===== config.mk =====
export PLATFORM = sky130hd
export DESIGN_NAME = shift_seq_32
export DESIGN_NICKNAME = d
export VERILOG_FILES = /design/src/rtl/shift_seq_32.sv
export SDC_FILE = /design/constraint.sdc
export NUM_CORES = 1
export LEC_CHECK = 0
export ABC_AREA = 1
export CAP_MARGIN = 10
export CORE_MARGIN = 10
export CORE_UTILIZATION = 36
export DETAILED_ROUTE_END_ITERATION = 16
export PLACE_DENSITY = 0.76
export SLEW_MARGIN = 25
export SYNTH_ARGS = -nofsm -noshare
export SYNTH_HDL_FRONTEND = slang
export SYNTH_SLANG_ARGS = --single-unit

===== constraint.sdc =====
create_clock -name clk -period 1.3 [get_ports clk]
set_input_delay 0.13 -clock clk [delete_from_list [all_inputs] [get_ports clk]]
set_output_delay 0.13 -clock clk [all_outputs]
set_load 0.01 [all_outputs]

===== src/rtl/shift_seq_32.sv =====
// shift_seq_32: sequencer that turns a one-cycle shift request into a series of
// single-bit 74LS194-style commands for shift_32. It loads the operand, shifts
// once per clock for amt cycles, and then captures the final word from Q.
module shift_seq_32 (
    input  logic        clk,
    input  logic        clear,
    input  logic        start,
    input  logic        dir,
    input  logic [1:0]  mode,
    input  logic [4:0]  amt,
    input  logic [31:0] din,
    input  logic [31:0] Q,
    output logic        S1,
    output logic        S0,
    output logic        SL,
    output logic        SR,
    output logic [31:0] PData,
    output logic        busy,
    output logic        done,
    output logic [31:0] result
);

    localparam logic [1:0] IDLE    = 2'd0;
    localparam logic [1:0] LOAD    = 2'd1;
    localparam logic [1:0] SHIFT   = 2'd2;
    localparam logic [1:0] DONE_ST = 2'd3;

    localparam logic [1:0] M_ARITH  = 2'b01;
    localparam logic [1:0] M_ROTATE = 2'b10;

    logic [1:0]  state;
    logic [4:0]  cnt;
    logic        dir_r;
    logic [1:0]  mode_r;
    logic [31:0] data_r;

    // Sequencer state, request capture, shift counter and result capture
    always_ff @(posedge clk) begin
        if (clear) begin
            state  <= IDLE;
            cnt    <= '0;
            dir_r  <= 1'b0;
            mode_r <= '0;
            data_r <= '0;
            result <= '0;
        end else begin
            case (state)
                IDLE: begin
                    if (start) begin
                        dir_r  <= dir;
                        mode_r <= mode;
                        cnt    <= amt;
                        data_r <= din;
                        state  <= LOAD;
                    end
                end
                LOAD: begin
                    state <= (cnt == 5'd0) ? DONE_ST : SHIFT;
                end
                SHIFT: begin
                    cnt <= cnt - 5'd1;
                    if (cnt == 5'd1) begin
                        state <= DONE_ST;
                    end
                end
                DONE_ST: begin
                    result <= Q;
                    state  <= IDLE;
                end
                default: begin
                    state <= IDLE;
                end
            endcase
        end
    end

    // Moore decode of shift_32 mode pins and status flags
    always_comb begin
        S1   = 1'b0;
        S0   = 1'b0;
        busy = 1'b0;
        done = 1'b0;
        case (state)
            LOAD: begin
                S1   = 1'b1;
                S0   = 1'b1;
                busy = 1'b1;
            end
            SHIFT: begin
                S1   = ~dir_r;
                S0   = dir_r;
                busy = 1'b1;
            end
            DONE_ST: begin
                busy = 1'b1;
                done = 1'b1;
            end
            default: begin
                S1 = 1'b0;
                S0 = 1'b0;
            end
        endcase
    end

    // Serial fill bits; the side not being shifted into is held at 0
    always_comb begin
        SL = 1'b0;
        SR = 1'b0;
        if (dir_r) begin
            if (mode_r == M_ARITH) begin
                SR = Q[31];
            end else if (mode_r == M_ROTATE) begin
                SR = Q[0];
            end
        end else begin
            if (mode_r == M_ROTATE) begin
                SL = Q[31];
            end
        end
    end

    assign PData = data_r;

endmodule


Yosys cells after proc, flatten, opt, wreduce, memory -nomap -nowiden
Cells that the tools add are included.
- register bits: 74
- input port bits: 75
- word-level logic and storage cells: 38
- output and inout bits: 70
- reduce and logical (&&, ||, !) cells: 7
- equality and inequality tests: 8
- muxes and demuxes: 15
- bitwise logic cells: 1
- add/subtract/negate cells: 1
- operator list (operator ; count):
    $pmux W5 S2 ; 1
    $mux W1 ; 8
    $pmux W2 S4 ; 1
    $eq A2 B2 Y1 const B ; 3
    $reduce_and A2 Y1 ; 3
    $eq A5 B1 Y1 const B ; 1
    $logic_not A5 Y1 ; 1
    $mux W5 ; 1
    $sub A5 B1 Y5 const B ; 1
    $eq A2 B1 Y1 const B ; 2
    $mux W2 ; 2
    $ne A2 B2 Y1 const B ; 2
    $pmux W1 S2 ; 2
    $reduce_or A3 Y1 ; 1
    $logic_not A2 Y1 ; 1
    $reduce_bool A2 Y1 ; 1
    $not A1 Y1 ; 1

Depth between registers and ports, before layout
- depth after elaboration: 4
- gate-level depth with buffers: 9
- depth with buffers taken out: 9

Worst setup path after synthesis
Ideal clock, no wire load.
- path type: register -> register
- start point: register state[0]
- end point: register data_r[25], in the netlist PData[25]
- data arrival time: 1.234 ns
- period minus slack after synthesis: 1.350 ns
- path buffers: 2
- data required time: 1.184 ns
- setup time: 0.116 ns
- cell stages (with the launch flop): 9
- slack: -0.050 ns
- cells stage by stage: dfxtp_1 inv_1 ha_1 nand2_2 buf_6 clkinv_2 buf_6 nor2_1 nor2_1
- word-level cells in the longest chain between the ends: 2
- RTL lines (item ; line ; source):
    from (decl) ; 31 ; logic [1:0] state;
    from (signal assigned) ; 58 ; state <= (cnt == 5'd0) ? DONE_ST : SHIFT;
    $logic_not A2 Y1 ; 47 ; case (state)
    $reduce_and A2 Y1 (no source line) ; -- ;
    to (signal assigned) ; 53 ; data_r <= din;
    to (decl) ; 35 ; logic [31:0] data_r;
No other way between the ends.
A chain may end at the register's enable or synchronous reset.

Worst setup path after layout
- start point: register state[1]
- end point: output S0
- word-level cells in the longest chain between the ends: 2
- elaborated cells between the ends (all ways): 3
- those cells by class: eq/ne (2); mux (1)
- RTL lines (item ; line ; source):
    $eq A2 B2 Y1 or $eq A2 B1 Y1 (tied branches) ; 83 ; case (state)
    $pmux W1 S2 * ; 83 ;
    to (decl) ; 14 ; output logic S0,
Every way passes the cells marked *; elsewhere a longest branch is shown, timed or not.

==> run metrics <==
status finished with violations; violated checks negative setup slack; Max-Cap Viols 0; Placed Instances approximately 630; CTS tree built; Synth area leaders dfxtp_1 52%, nor2_1 18%, o21ai_0 8.9%; CP Data Arrival Time approximately 1.3 ns; worst endpoint required time around 1.2 ns; M1 GR Usage 17.1%; slew at the pin closest to its max-slew limit about 0.25 ns; mapped cell area 2870 um^2; clk buf depth 2; critical-path cell with the highest stage delay dfxtp_2; met3 usage between 6 and 7%; root buffer selected by CTS clkbuf_8; clock tree sinks 74; CP Launch Type flip-flop; final worst setup slack -0.140 ns; GR Overflow Total 0; die height between 100 and 150 um; port bufs 144; M2 GR Usage between 20% and 30%; initial antenna violation count 0; Post-synth EDFFs 0; Worst Path Max Fanout 2; Hold Crit Class input pin to flip-flop; Net Count, Synth roughly 460; final WL 10100 um; initial core utilization a little under two fifths; die width between 100 and 150 um; area leader, netlist dfxtp_1; Slew Viols, Final 0; vias in the first global route approximately 3000; standard-cell rows 32; Slew headroom 83.5%; endpoint class of the critical path primary output; ANT cells 0; Synth top area share between 50% and 60%; hold_ws between 0.3 and 0.4 ns; first-pass GRT wire length 14500 um; Distinct cells, synth 21; WL/cell 15.6 um; GP Congestion roughly 0.86; grt peak-use layer met2; Critical Path Stages 5; # setup viols final 40; layout cells sized above 1 approximately a quarter; Pleak about 2.3 nW; Worst-path clk slew roughly 0.070 ns; Layout Utilization roughly 68%; dpl hpwl between 7000 and 8000 um; Ports between 100 and 150; hold depth 3; Finished Layout Cells about 650; Crit path buffers/inverters 3; synth-to-layout area growth 84.1%; hold path start Q[8]; largest net degree at the start of global routing between 40 and 50; fmax between 600 and 700 MHz; All-Layer GR Usage between 10% and 20%; DRT iter0 DRCs a little over 80; Synth Flop Type dfxtp_1; Worst Reg-to-Reg Cells 9; Final min period ~1.4 ns; Setup TNS -1.29 ns; die area between 10000 and 15000 um^2; Seq cells post-synth 74; Filler cells roughly 650; clk_lat worst skew 0.33 ns; CP startpoint state[1]$_SDFFE_PP0P_; routed vias/inst between 4 and 5; syn_area_per_cell between 7 and 8 um^2; Post-route DRC 0; top-count cell post-synth nor2_1; critical path's top delay family flip-flops; power after layout ~9.6 mW; Async SR Flop Fraction 0%; Routed Antenna Nets 0; Synth top cells by count 139 x nor2_1, 74 x dfxtp_1, 51 x o21ai_0, 24 x o21ai_1, 22 x nand2_1; Ys Warns 0; pwr dens approximately 1800 nW/um^2; Clock Skew 0.00694 ns; Max H-tree Level 3; crit-path max cell delay 0.35 ns; unrepaired setup endpoints after global routing true; sequential-to-total area share from yosys stat 51.7%; FF-to-FF Start state[1]$_SDFFE_PP0P_; final hold viol count 0; Worst IR Drop VDD approximately 0.00096 V; Tcrit/Tclk final 111%; Detailed Routing Iterations Pass 1 4; nets@finish between 600 and 700; Syn Inst Count 380; CTS Buf Count 9; Placeable Area slightly below 8000 um^2; critical path type flip-flop to primary output; routed vias around 3000; worst-path cell chain inv_2 > ha_4 > inv_4 > a21oi_2 > buf_2
==> final cells by class <==
class | instances | area (um^2) | area share [%]
clock inverter | 5 | 128 | 2.42
timing repair buffer | 173 | 1740 | 33.0
clock buffer | 10 | 128 | 2.42
inverter | 19 | 103 | 1.94
multi-input combinational | 266 | 1560 | 29.6
tap | 102 | 128 | 2.42
sequential | 74 | 1490 | 28.2
==> cell families after synthesis <==
| group | after synthesis | share of synthesized area [%] |
|---|---|---|
| simple gates | 172 | 23.1 |
| compound gates | 88 | 15.6 |
| flops | 74 | 51.7 |
| buf+inv | 40 | 6.98 |
| fa+ha+maj | 6 | 2.62 |
==> per-layer routing <==
layer | vias to the layer above | part of all wire (%)
met2 | 113 | 48
met1 | 1370 | 39
met4 | 0 | 2.2
met5 | - | 0
li1 | 1538 | -
met3 | 22 | 10
==> report_power, final <==
group          switching [mW]  internal [mW]  total (mW)
clock                   0.815           1.46        2.28
combinational            2.18           2.01        4.19
sequential              0.296           2.82        3.12
==> worst register-to-register path: stages (launching register included) <==
cell     delay [ns]
dfxtp_2        0.35
buf_6          0.12
ha_4           0.14
buf_6          0.11
inv_6          0.04
o21ai_4        0.21
buf_6          0.14
o21ai_2        0.05
nand2_1        0.07
a21oi_2        0.05
==> sequential cells by signal, indices dropped and copies added (netlist names) <==
signal and flops:
dir_r 1, cnt 5, state 2, PData 32, mode_r 2, result 32
==> metrics by stage <==
step / setup slack (ns) / cell area (um^2)
CTS: -0.133 / 4770
detailed placement: -0.369 / 4520
finish: -0.140 / 5280
global placement: -0.367 / 4520
floorplan: 0.0222 / 2870
global route: -0.179 / 5280
==> what timing repair did <==
item                       4_1_cts  5_1_grt
resized for setup              122      123
cloned                           0        2
buffers inserted                 1        6
pin swaps                        6       25
hold buffers                     0        0
setup endpoints to repair      110       44
==> final timing paths <==
check	endpoint	slack, ns
min	result[8]$_SDFFE_PP0P_	0.39
max reg2reg	cnt[2]$_SDFFE_PP0P_	-0.10
min reg2reg	PData[31]$_SDFFE_PP0P_	0.48
max	S0	-0.14
==> cells in the final DEF, fill, tap and decap left out, drive strengths merged <==
cell type,instances
a21oi,12
buf,33
bufinv,4
clkbuf,12
clkdlybuf4s50,74
clkinv,2
clkinvlp,1
dfxtp,74
dlygate4sd2,64
ha,6
inv,17
nand2,23
nand3,8
nor2,140
o21ai,76
or2,1
Power figures use the tool's default switching activity.
